===== src/rtl/carrier_nco_derotator.sv =====
// Carrier NCO and pipelined CORDIC derotator: multiplies each complex sample by
// exp(-j*theta), where theta is the NCO accumulator plus a static phase offset.
module carrier_nco_derotator #(
  parameter int SYM_WIDTH   = 1,
  parameter int INT_WIDTH   = 3,
  parameter int DEC_WIDTH   = 14,
  parameter int PHASE_WIDTH = 16,
  parameter int ITER        = 12,
  parameter logic [SYM_WIDTH+INT_WIDTH+DEC_WIDTH-1:0] COMP = 18'h26DD
) (
  input  logic                                        clk,
  input  logic                                        rstn,
  input  logic                                        in_valid,
  input  logic [SYM_WIDTH+INT_WIDTH+DEC_WIDTH-1:0]    in_I,
  input  logic [SYM_WIDTH+INT_WIDTH+DEC_WIDTH-1:0]    in_Q,
  input  logic [PHASE_WIDTH-1:0]                      freq_word,
  input  logic [PHASE_WIDTH-1:0]                      phase_offset,
  input  logic                                        acc_clr,
  output logic                                        out_valid,
  output logic [SYM_WIDTH+INT_WIDTH+DEC_WIDTH-1:0]    out_I,
  output logic [SYM_WIDTH+INT_WIDTH+DEC_WIDTH-1:0]    out_Q
);

  localparam int W   = SYM_WIDTH + INT_WIDTH + DEC_WIDTH;
  localparam int XW  = W + 2;
  localparam int PW  = PHASE_WIDTH;
  localparam int ZW  = PHASE_WIDTH + 1;
  localparam int PRW = XW + W + 1;

  localparam logic signed [PRW-1:0] RND  = {{(PRW-DEC_WIDTH){1'b0}}, 1'b1, {(DEC_WIDTH-1){1'b0}}};
  localparam logic signed [PRW-1:0] MAXV = {{(PRW-W+1){1'b0}}, {(W-1){1'b1}}};
  localparam logic signed [PRW-1:0] MINV = {{(PRW-W+1){1'b1}}, {(W-1){1'b0}}};

  // atan(2^-i) in phase units where 2^16 is one full turn
  function automatic logic [ZW-1:0] atan_lut(input int i);
    logic [15:0] v;
    case (i)
      0:       v = 16'd8192;
      1:       v = 16'd4836;
      2:       v = 16'd2555;
      3:       v = 16'd1297;
      4:       v = 16'd651;
      5:       v = 16'd326;
      6:       v = 16'd163;
      7:       v = 16'd81;
      8:       v = 16'd41;
      9:       v = 16'd20;
      10:      v = 16'd10;
      11:      v = 16'd5;
      12:      v = 16'd3;
      13:      v = 16'd1;
      14:      v = 16'd1;
      default: v = 16'd0;
    endcase
    return ZW'(v);
  endfunction

  // Round half-up, drop the fractional bits, clamp to the W-bit signed range
  function automatic logic [W-1:0] sat_round(input logic signed [PRW-1:0] p);
    logic signed [PRW-1:0] r;
    logic [W-1:0]          s;
    r = (p + RND) >>> DEC_WIDTH;
    if (r > MAXV) begin
      s = MAXV[W-1:0];
    end else if (r < MINV) begin
      s = MINV[W-1:0];
    end else begin
      s = r[W-1:0];
    end
    return s;
  endfunction

  logic [PW-1:0]          acc_r;
  logic [PW-1:0]          theta_s;
  logic signed [XW-1:0]   i_ext_s, q_ext_s, x0_s, y0_s;
  logic signed [ZW-1:0]   z0_s;

  logic [ITER:0]          v_r;
  logic signed [XW-1:0]   x_r [0:ITER];
  logic signed [XW-1:0]   y_r [0:ITER];
  logic signed [ZW-1:0]   z_r [0:ITER-1];

  logic                   vc_r;
  logic signed [PRW-1:0]  px_r, py_r;
  logic signed [PRW-1:0]  comp_s;

  assign comp_s = PRW'(signed'({1'b0, COMP}));

  // NCO phase accumulator; a clear wins over an increment
  always_ff @(posedge clk or negedge rstn) begin
    if (!rstn) begin
      acc_r <= {PW{1'b0}};
    end else if (acc_clr) begin
      acc_r <= {PW{1'b0}};
    end else if (in_valid) begin
      acc_r <= acc_r + freq_word;
    end
  end

  // Sample angle from the pre-update accumulator and coarse quadrant rotation
  always_comb begin
    theta_s = acc_r + phase_offset;
    i_ext_s = {{2{in_I[W-1]}}, in_I};
    q_ext_s = {{2{in_Q[W-1]}}, in_Q};
    case (theta_s[PW-1 -: 2])
      2'b00:   begin x0_s = i_ext_s;                  y0_s = q_ext_s;                  end
      2'b01:   begin x0_s = q_ext_s;                  y0_s = {XW{1'b0}} - i_ext_s;     end
      2'b10:   begin x0_s = {XW{1'b0}} - i_ext_s;     y0_s = {XW{1'b0}} - q_ext_s;     end
      2'b11:   begin x0_s = {XW{1'b0}} - q_ext_s;     y0_s = i_ext_s;                  end
      default: begin x0_s = i_ext_s;                  y0_s = q_ext_s;                  end
    endcase
    z0_s = {3'b000, theta_s[PW-3:0]};
  end

  // Stage 0 register: quadrant-corrected vector and residual angle
  always_ff @(posedge clk or negedge rstn) begin
    if (!rstn) begin
      v_r[0] <= 1'b0;
      x_r[0] <= {XW{1'b0}};
      y_r[0] <= {XW{1'b0}};
      z_r[0] <= {ZW{1'b0}};
    end else begin
      v_r[0] <= in_valid;
      if (in_valid) begin
        x_r[0] <= x0_s;
        y_r[0] <= y0_s;
        z_r[0] <= z0_s;
      end
    end
  end

  for (genvar i = 0; i < ITER; i++) begin : g_stage
    // Micro-rotation i drives the residual angle toward zero
    always_ff @(posedge clk or negedge rstn) begin
      if (!rstn) begin
        v_r[i+1] <= 1'b0;
        x_r[i+1] <= {XW{1'b0}};
        y_r[i+1] <= {XW{1'b0}};
      end else begin
        v_r[i+1] <= v_r[i];
        if (v_r[i]) begin
          if (z_r[i][ZW-1]) begin
            x_r[i+1] <= x_r[i] - (y_r[i] >>> i);
            y_r[i+1] <= y_r[i] + (x_r[i] >>> i);
          end else begin
            x_r[i+1] <= x_r[i] + (y_r[i] >>> i);
            y_r[i+1] <= y_r[i] - (x_r[i] >>> i);
          end
        end
      end
    end

    // The last stage only needs the sign of its incoming angle
    if (i < ITER - 1) begin : g_z
      localparam logic signed [ZW-1:0] ATAN = atan_lut(i);
      // Residual angle update for stage i
      always_ff @(posedge clk or negedge rstn) begin
        if (!rstn) begin
          z_r[i+1] <= {ZW{1'b0}};
        end else if (v_r[i]) begin
          z_r[i+1] <= z_r[i][ZW-1] ? (z_r[i] + ATAN) : (z_r[i] - ATAN);
        end
      end
    end
  end

  // CORDIC gain compensation at full product width
  always_ff @(posedge clk or negedge rstn) begin
    if (!rstn) begin
      vc_r <= 1'b0;
      px_r <= {PRW{1'b0}};
      py_r <= {PRW{1'b0}};
    end else begin
      vc_r <= v_r[ITER];
      if (v_r[ITER]) begin
        px_r <= PRW'(x_r[ITER]) * comp_s;
        py_r <= PRW'(y_r[ITER]) * comp_s;
      end
    end
  end

  // Output register holds the last sample between strobes
  always_ff @(posedge clk or negedge rstn) begin
    if (!rstn) begin
      out_valid <= 1'b0;
      out_I     <= {W{1'b0}};
      out_Q     <= {W{1'b0}};
    end else begin
      out_valid <= vc_r;
      if (vc_r) begin
        out_I <= sat_round(px_r);
        out_Q <= sat_round(py_r);
      end
    end
  end

endmodule

===== config.mk =====
export PLATFORM = sky130hd
export DESIGN_NAME = carrier_nco_derotator
export DESIGN_NICKNAME = d
export VERILOG_FILES = /design/src/rtl/carrier_nco_derotator.sv
export SDC_FILE = /design/constraint.sdc
export NUM_CORES = 2
export LEC_CHECK = 0
export BUFFER_PORTS_ARGS = -buffer_cell sky130_fd_sc_hd__buf_2
export CAP_MARGIN = 20
export CORE_MARGIN = 2
export CORE_UTILIZATION = 25
export CTS_BUF_LIST = sky130_fd_sc_hd__clkbuf_4
export DETAILED_ROUTE_END_ITERATION = 12
export SETUP_SLACK_MARGIN = 0.3
export SYNTH_ARGS = -nofsm -noshare
export SYNTH_HDL_FRONTEND = slang
export SYNTH_SLANG_ARGS = --single-unit

===== constraint.sdc =====
create_clock -name clk -period 8.9 [get_ports clk]
set_input_delay 0 -clock clk [delete_from_list [all_inputs] [get_ports clk]]
set_output_delay 0 -clock clk [all_outputs]
set_load 0.02 [all_outputs]

==> results by group <==
Clocking
  – Max Buffers Root-to-Sink: 4
  – Post-CTS setup buffer count: 0
  – Post_cts resized: 0
  – CTS sink count: 808
  – Htree depth: 4
  – CTS Buf Count: about 230
  – Root Driver: clkbuf_4
  – CTS clk-pin slew, worst paths: approximately 70 ps
  – Hold buffer count at CTS: 293
  – CTS tree: yes
  – Worst-Skew Late Latency: 1260 ps

Run status
  – Status: finished, final reports clean

STA
  – Final setup fails: 0
  – Hold WS: between 200 and 300 ps
  – Final period utilization: 0.717
  – Max Slew Vio Count: 0
  – Min Tclk post-route: 6380 ps
  – Max_slew headroom: 0.279
  – RSZ-0062 raised after global routing: no
  – Measured slew at the worst slew-check pin: 1070 ps
  – Setup TNS: 0 ps
  – Max frequency: ~160 MHz
  – Worst Skew: 154 ps
  – Final Hold Fails: 0

Route
  – Vias per cell: 4.69
  – DR pass1 iterations: 5
  – Final antenna-violating net count: 0
  – Starting DRT DRC Count: 2,969
  – Wire per inst: 14.8 microns
  – Wirelength, routed: just under 200,000 microns
  – Detailed-route via count: roughly 62,000
  – DRC: 0

Worst setup path
  – Crit-path max FO: 6
  – WS Path Type: flop to flop
  – Crit-path slowest cell: a41oi_1
  – CP Capture Type: flop
  – Crit start category: flop
  – Crit-path cells: ha_1, inv_1, fa_1, inv_1, fa_1, fa_1, fa_1, inv_1, fa_1, inv_1, ha_1, a21o_1, a21oi_1, o21ai_1, a2111oi_0, nand3_1, a41oi_1, o311ai_1, xor2_1, mux2_2
  – Most frequent CP cell: fa_1
  – Worst path top cell family by delay: adder cells
  – Worst endpoint required time: 10,010 ps
  – CP peak stage delay: 600 ps
  – Worst path buffer plus inverter count: 4
  – CP arrival: 7490 ps

Die
  – Die area: 0.313 sq mm
  – Top Ports: roughly 110
  – Die Ht: 560 microns
  – Die width: about 560 microns
  – Initial Utilization: 0.251
  – Core Footprint: 0.308 sq mm
  – Cell Rows: 204

Global routing
  – Grt total ovfl: 0
  – Total Routing Usage GR: 0.123
  – First-pass GRT wire length: roughly 320,000 microns
  – Initial antenna violation count: 12
  – Largest net degree at the start of global routing: 148
  – Vias in the first global route: 62,500

Logic synthesis
  – Ys async rst share: 1.00
  – Synth Area in Adders: 0.221
  – Avg Synthesized Cell Area: between 9 and 10 sq um
  – Post-synth net total: 9,721
  – Primary FF master, synth: dfrtp_1
  – EDFF count, synth: 0
  – Compound-Gate Fraction of Synth Area: 0.182
  – Synth Register Bits: between 800 and 900
  – Unique cell type count in the Yosys netlist: 106
  – Synth Area in XOR/XNOR: 0.0921
  – Multiplexer share of the synthesized area: 0.0680
  – Post-Syn Area: 0.0772 sq mm
  – Cells after Synth: 8,458
  – Synth Area in Simple Gates: 0.125
  – Seq/Total Area, Yosys: 0.262
  – Count of warnings emitted by yosys: 0
  – Combinational family with the most area after synthesis: adder cells

Place
  – Routability Congestion: ~0.88
  – Buffers on Ports: roughly 110
  – HPWL Detailed: 148,000 microns

Finish
  – Layout cells sized above 1: 0.110
  – Layout area overhead: 14.3%
  – Filler cells: 32,700
  – Layout Nets: 10,200

Hold path
  – Hold Crit Class: input port to flop

Flow run
  – Max-Cap Viols: 0
==> cell usage in the layout (no fill, tap or decap), types with 74 or more instances in the layout <==
cell	netlist	layout
inv_1	802	802
o211ai_1	91	91
dfrtp_1	808	795
o21a_1	116	116
nand3_1	133	133
nor3_1	227	227
xnor2_1	545	544
o21ai_0	324	324
nand2_1	468	468
mux2_2	398	398
nor2_1	579	579
fa_1	280	280
xor2_1	264	263
a21oi_1	657	657
clkbuf_4	0	326
nor2b_1	90	90
dlygate4sd3_1	0	292
o31ai_1	77	77
mux2i_1	74	74
ha_1	911	911
o21bai_1	85	85
buf_2	9	107
a211oi_1	96	96
a31oi_1	76	76
a21o_1	247	247
==> through the flow <==
step	setup WS, ps	std cells	util	area (sq um)
6_report	2520	13200	0.286	88200
2_1_floorplan	3080	8458	-	77200
5_1_grt	2110	13200	0.286	88200
3_5_place_dp	2460	12500	0.268	82500
4_1_cts	2450	13200	0.286	88200
3_3_place_gp	2390	12500	0.268	82400
==> per-layer routing <==
metal / routed length [microns] / track usage
met4: 7730 / 0.0468
met2: 96500 / 0.220
met1: 84500 / 0.146
met3: 6870 / 0.0180
met5: 69 / 0
==> state kept, by name, indices dropped and copies added (netlist names) <==
register   flops
out_Q         18
x_r          259
out_valid      1
vc_r           1
px_r          22
z_r          180
y_r          258
py_r          22
v_r           13
out_I         18
acc_r         16
==> final timing paths <==
kind | start | end | slack, ps | depth (start not counted)
worst min-delay path | in_valid | acc_r[8] | 260 | 5
min in group asynchronous | rstn | px_r[19] | 540 | 5
worst min register to register | out_Q[5] | out_Q[5] | 470 | 1
worst max register to register | x_r[14] | px_r[31] | 2520 | 20
max in group asynchronous | rstn | py_r[16] | 6700 | 6
worst max-delay path | x_r[14] | px_r[31] | 2520 | 20
==> kinds of logic (layout without fill, tap and decap cells) <==
kind of cell	count (synthesis)	after routing
xor+xnor	810	810
buf+inv	1029	1648
mux	474	474
fa+ha+maj	1193	1193
other cells	0	5
compound gates	2165	2165
simple gates	1979	1979
flops	808	808
==> final cells by class <==
class | count | area [sq um] | share of cell area
repair buffers | 452 | 3930 | 0.0445
multi-input cells | 6621 | 53100 | 0.602
inverters | 807 | 3030 | 0.0343
flip-flops and latches | 808 | 20200 | 0.229
diodes | 5 | 12.5 | 0.000142
clock inverters | 63 | 322 | 0.00364
well taps | 4120 | 5150 | 0.0584
clock buffers | 326 | 2450 | 0.0277
==> worst min-delay path, cell delays in order <==
cell and delay [ps]:
dlygate4sd3_1 520, buf_2 230, mux2i_1 110, nor2_1 80, dlygate4sd3_1 540
==> cells in the mapped netlist (all sizes together) (35+ instances only) <==
cell,count,area [sq um]
ha,911,11400
dfrtp,808,20200
inv,802,3010
a21oi,658,3300
nor2,580,2180
xnor2,545,4770
nand2,468,1760
mux2,400,4510
o21ai,381,1910
fa,280,5610
xor2,264,2310
a21o,247,1850
nor3,232,1190
clkbuf,172,646
nand3,133,666
o21a,116,871
a211oi,98,746
o211ai,92,696
nor2b,90,563
o21bai,85,638
o31ai,78,591
a31oi,76,475
mux2i,74,741
and3,72,450
or3,70,443
nand2b,60,375
buf,50,221
nand4,46,288
nor4,45,300
nand3b,40,300
a21boi,35,267
Power is not shown: default switching activity piles up to over one toggle a cycle in this logic, so the estimate is an artifact.
